--- src/rtl/mac_seq_ctrl_pkg.sv ---
// Shared constants for the MAC datapath: controller state encoding and accumulator width.
package mac_seq_ctrl_pkg;

   localparam int ACC_W = 32;

   typedef enum logic [2:0] {
      S_IDLE  = 3'd0,
      S_FETCH = 3'd1,
      S_ISSUE = 3'd2,
      S_WAIT  = 3'd3,
      S_OUT   = 3'd4
   } state_t;

endpackage

--- src/rtl/mac_seq_ctrl.sv ---
// Dot-product sequencer: feeds operand pairs to an external mac_unit one at a time,
// chaining each mac_dout back as the next addend, and returns bias + sum(a*b).
module mac_seq_ctrl
   import mac_seq_ctrl_pkg::*;
#(
   parameter int N     = 16,
   parameter int LEN_W = 10,
   parameter int TMO   = 64
) (
   input  logic             clk,
   input  logic             rst_n,
   input  logic             start,
   input  logic [LEN_W-1:0] cfg_len,
   input  logic [ACC_W-1:0] bias,
   output logic             busy,
   output logic             err_tmo,
   input  logic             op_vld,
   output logic             op_rdy,
   input  logic [N-1:0]     op_a,
   input  logic [N-1:0]     op_b,
   output logic             mac_addend_vld,
   output logic [ACC_W-1:0] mac_addend,
   output logic             mac_mcand_vld,
   output logic [N-1:0]     mac_mcand,
   output logic [N-1:0]     mac_mlier,
   input  logic [ACC_W-1:0] mac_dout,
   input  logic             mac_dout_vld,
   output logic             res_vld,
   input  logic             res_rdy,
   output logic [ACC_W-1:0] res_data
);

   localparam int WD_W = $clog2(TMO + 1);

   state_t           state;
   logic [LEN_W-1:0] len_q;
   logic [LEN_W-1:0] tap;
   logic [ACC_W-1:0] acc;
   logic [WD_W-1:0]  wdog;

   // wdog==0 marks the first WAIT cycle, where mac_dout_vld is left over from the previous tap.
   always_ff @(posedge clk) begin
      if (!rst_n) begin
         state          <= S_IDLE;
         len_q          <= '0;
         tap            <= '0;
         acc            <= '0;
         wdog           <= '0;
         busy           <= 1'b0;
         err_tmo        <= 1'b0;
         op_rdy         <= 1'b0;
         mac_addend_vld <= 1'b0;
         mac_mcand_vld  <= 1'b0;
         mac_addend     <= '0;
         mac_mcand      <= '0;
         mac_mlier      <= '0;
         res_vld        <= 1'b0;
         res_data       <= '0;
      end else begin
         case (state)
            S_IDLE: begin
               if (start) begin
                  len_q   <= cfg_len;
                  acc     <= bias;
                  tap     <= '0;
                  err_tmo <= 1'b0;
                  busy    <= 1'b1;
                  if (cfg_len == '0) begin
                     res_data <= bias;
                     res_vld  <= 1'b1;
                     state    <= S_OUT;
                  end else begin
                     op_rdy <= 1'b1;
                     state  <= S_FETCH;
                  end
               end
            end
            S_FETCH: begin
               if (op_vld && op_rdy) begin
                  op_rdy         <= 1'b0;
                  mac_mcand      <= op_a;
                  mac_mlier      <= op_b;
                  mac_addend     <= acc;
                  mac_addend_vld <= 1'b1;
                  mac_mcand_vld  <= 1'b1;
                  state          <= S_ISSUE;
               end
            end
            S_ISSUE: begin
               mac_addend_vld <= 1'b0;
               mac_mcand_vld  <= 1'b0;
               wdog           <= '0;
               state          <= S_WAIT;
            end
            S_WAIT: begin
               if (wdog != '0 && mac_dout_vld) begin
                  acc <= mac_dout;
                  tap <= tap + 1'b1;
                  if (tap + 1'b1 == len_q) begin
                     res_data <= mac_dout;
                     res_vld  <= 1'b1;
                     state    <= S_OUT;
                  end else begin
                     op_rdy <= 1'b1;
                     state  <= S_FETCH;
                  end
               end else if (wdog == WD_W'(TMO - 1)) begin
                  err_tmo  <= 1'b1;
                  res_data <= acc;
                  res_vld  <= 1'b1;
                  state    <= S_OUT;
               end else begin
                  wdog <= wdog + 1'b1;
               end
            end
            S_OUT: begin
               if (res_rdy) begin
                  res_vld <= 1'b0;
                  busy    <= 1'b0;
                  state   <= S_IDLE;
               end
            end
            default: state <= S_IDLE;
         endcase
      end
   end

endmodule

--- config.mk ---
export PLATFORM = sky130hd
export DESIGN_NAME = mac_seq_ctrl
export DESIGN_NICKNAME = d
export VERILOG_FILES = /design/src/rtl/mac_seq_ctrl_pkg.sv /design/src/rtl/mac_seq_ctrl.sv
export SDC_FILE = /design/constraint.sdc
export NUM_CORES = 1
export LEC_CHECK = 0
export ABC_AREA = 1
export ABC_CLOCK_PERIOD_IN_PS = 6000
export BUFFER_PORTS_ARGS = -buffer_cell sky130_fd_sc_hd__clkbuf_2
export CAP_MARGIN = 20
export CELL_PAD_IN_SITES_DETAIL_PLACEMENT = 1
export CELL_PAD_IN_SITES_GLOBAL_PLACEMENT = 2
export CORE_MARGIN = 2
export CORE_UTILIZATION = 30
export CTS_CLUSTER_SIZE = 40
export DETAILED_ROUTE_END_ITERATION = 12
export PLACE_DENSITY = 0.92
export SYNTH_ARGS = -nofsm -noshare
export SYNTH_HDL_FRONTEND = slang
export SYNTH_SLANG_ARGS = --single-unit
--- constraint.sdc ---
create_clock -name clk -period 6 [get_ports clk]
set_input_delay 1.2 -clock clk [delete_from_list [all_inputs] [get_ports clk]]
set_output_delay 1.2 -clock clk [all_outputs]
set_load 0.005 [all_outputs]
==> impl_metrics.csv <==
group,metric,value,unit
run_status,status,"completed",
critical_path,cp_data_arrival_time,4.08,ns
critical_path,crit_top_cell,"nand2_1",
job,drv_cap,0,
cts,numCtsBuffers,17,
cts,hold_buffers,0,
power_and_ir_drop,leakage,4.35,nW
synthesis,synth-seq-cells,163,
synthesis,synthCells,1049,
placed_design,place_area,0.00850,mm2
cts,cts_tree,"yes",
floorplan,pin_count,214,
drt,num_vias,7539,
cts,htree_num_levels,4,
sta,slew_viol_final,0,
cts,root_buffer,"clkbuf_16",
placed_design,portBuffers,213,
critical_path,path_class,"reg2reg",
layout,nNetsFinal,1336,
floorplan,fp.dieW,160,um
critical_path,path_cells,"inv_2 -> nor3_4 -> buf_4 -> nand2_1 -> inv_2 -> nand2_1 -> nand2_1 -> inv_2 -> nand3_2 -> nand2_1 -> nand2_1 -> nor2_1",
global_route,grt_pass1_wl,41600,um
drt,drc,0,
layout,drive_gt1_share,22.8,%
cts,clkSinkCount,163,
power_and_ir_drop,powerDensity,382,mW/mm2
cts,postCtsSetupRepairBufs,0,
critical_path,slowest_delay,0.63,ns
cts,clkLatencyLatePin,0.43,ns
power_and_ir_drop,power_frac_clock,32.4,%
layout,diodes,0,
placed_design,post-dp-hpwl,18800,um
power_and_ir_drop,p_seq_share,41.2,%
synthesis,synth_nets,1164,
sta,maxSlewHeadroom,33.7,%
power_and_ir_drop,switchingPower,1.22,mW
power_and_ir_drop,sw_frac_of_total,35.1,%
synthesis,synth_cell_types,32,
layout,final_common_cell,"clkbuf_2",
sta,rsz0062_at_grt,"no",
power_and_ir_drop,p_total,3.47,mW
layout,final_area,0.00910,mm2
sta,fmax,0.265,GHz
drt,post_drt_wl_per_cell,16.6,um
synthesis,syn_area_per_cell,6.92,um2
placed_design,place_congestion,0.885,
synthesis,synth_warnings,0,
global_route,grt_pass1_vias,7663,
sta,fin_crit,3.77,ns
cts,clkTransAtPathRegs,0.07,ns
min_path,hold_path.class,"reg2reg",
sta,worst_pin_slew,0.993,ns
drt,routed_via_density,4.85,
global_route,grt_overflow,0,
critical_path,path_max_fanout,38,
sta,clock_skew,0.0115,ns
power_and_ir_drop,ir_worst_vdd,0.185,mV
cts,post_cts_resized,0,
drt,totalWireLength,25800,um
cts,cts_buffer_depth,2,
power_and_ir_drop,cellInternalPower,2.25,mW
sta,finalSetupViolations,0,
sta,finalCritPeriodShare,62.9,%
floorplan,core.rowCount,56,
critical_path,start_kind,"register",
floorplan,core_area,0.0236,mm2
floorplan,die_area,0.0254,mm2
floorplan,start_util,30.7,%
sta,final_hold_viol_count,0,
drt,drt-initial-drc-count,361,
layout,most-common-layout-cells,"clkbuf_2, nand2_1, nor2_1, dfxtp_1, o21ai_0",
synthesis,netlist_area,0.00726,mm2
synthesis,yosysSeqAreaShare,45.0,%
drt,first_pass_iters,4,
global_route,grt_max_degree,101,
global_route,track_usage,20.3,%
critical_path,critPathRequiredTime,6.31,ns
drt,ant_nets,0,
critical_path,critPathSlowestCell,"nand3_2",
critical_path,critPathTopFamily,"simple AND/OR/NAND/NOR gates",
critical_path,crit_path_end_kind,"register",
layout,synthToLayoutAreaGrowth,25.4,%
power_and_ir_drop,comb_power_share,26.4,%
global_route,antenna_found_initial,0,
floorplan,fp.dieH,160,um
sta,tns,0,ns
critical_path,critPathBufInv,4,
-- registers in the layout, indices dropped and copies added, names as in the netlist --
signal / flops
tap: 10
mac_addend: 32
mac_mcand_vld: 1
wdog: 7
mac_mlier: 16
acc: 32
busy: 1
state: 3
res_vld: 1
res_data: 32
len_q: 10
op_rdy: 1
mac_mcand: 16
err_tmo: 1
-- worst reg2reg max path: stages (launching register included) --
cell     delay [ns]
dfxtp_1        0.38
inv_2          0.07
nor3_4         0.51
buf_4          0.49
nand2_1        0.27
inv_2          0.48
nand2_1        0.23
nand2_1        0.14
inv_2          0.18
nand3_2        0.63
nand2_1        0.15
nand2_1        0.10
nor2_1         0.04
-- cell usage after synthesis --
library cell	instances	area [um2]
clkbuf_1	52	195
buf_2	4	20.0
nand4_1	28	175
nor2_1	181	679
buf_1	4	15.0
nor3b_1	2	15.0
o221ai_1	5	43.8
xor2_1	1	8.76
buf_6	3	33.8
nand2_1	190	713
nand3_2	1	10.0
inv_1	95	357
nor2_4	2	22.5
xnor2_1	2	17.5
o21bai_1	1	7.51
nor4_1	2	12.5
ha_1	3	37.5
nand2_2	8	50.1
nor3_4	1	16.3
a211oi_1	5	37.5
o21ai_2	1	8.76
nor3_1	6	30.0
a31oi_1	35	219
o21bai_2	1	11.3
inv_2	12	45.0
dfxtp_1	163	3260
nand3_1	29	145
o21ai_1	1	5.00
buf_4	3	22.5
o21ai_0	145	726
clkinv_1	1	3.75
a21oi_1	62	310
-- per-layer routing --
layer,vias to the layer above,share of wire [%],wire [um],GRT usage [%]
met3,24,5.8,1500,4.71
met2,198,46,11800,33.0
met1,3544,47,12100,26.9
li1,3773,-,-,-
met4,0,1.4,352,5.54
met5,-,0,0,0
-- path summary, 6_finish.rpt --
| kind | slack (ns) | to | depth (start not counted) | startpoint |
|---|---|---|---|---|
| hold reg to reg | 0.48 | len_q[4]$_SDFFE_PN0P_ | 2 | len_q[4]$_SDFFE_PN0P_ |
| setup / recovery | 2.23 | res_data[18]$_SDFFE_PN0P_ | 12 | state[0]$_SDFFE_PN0P_ |
| setup reg to reg | 2.23 | res_data[18]$_SDFFE_PN0P_ | 12 | state[0]$_SDFFE_PN0P_ |
| hold / removal | 0.48 | len_q[4]$_SDFFE_PN0P_ | 2 | len_q[4]$_SDFFE_PN0P_ |
-- power by group through the flow --
stage / clock network, mW / registers (mW) / logic [mW]
after floorplan: 0 / 1.42 / 0.591
after global placement: 0 / 1.45 / 0.889
after detailed placement: 0 / 1.46 / 0.918
after CTS: 1.15 / 1.43 / 0.928
after global routing: 1.20 / 1.46 / 1.06
final: 1.13 / 1.43 / 0.916
-- kinds of logic (layout without fill, tap and decap cells) --
logic type,after synthesis,after routing,share of synthesized area [%]
buffers and inverters,174,359,9.53
AND/OR/NAND/NOR,450,450,25.8
adder cells (fa/ha/maj),3,3,0.517
flip-flops,163,163,45.0
AO/OA/AOI/OAI,256,256,18.9
XOR/XNOR,3,3,0.362
-- cell type report --
cell class / count / area, um2
fillers: 3084 / 14500
multi-input cells: 712 / 3320
flip-flops and latches: 163 / 3260
repair buffers: 219 / 1110
clock buffers: 19 / 453
inverters: 108 / 405
well taps: 319 / 399
clock inverters: 13 / 149
-- stage by stage --
step	utilization [%]	worst slack [ns]	hold slack, ns	std cells
after floorplan	-	3.57	0.441	1049
after detailed placement	36.0	1.94	0.467	1521
after global placement	36.0	2.06	0.461	1521
after global routing	38.5	1.79	0.503	1553
after CTS	38.5	2.17	0.477	1553
final	38.5	2.23	0.477	1553
No activity file was read; power rests on OpenSTA's default activity.
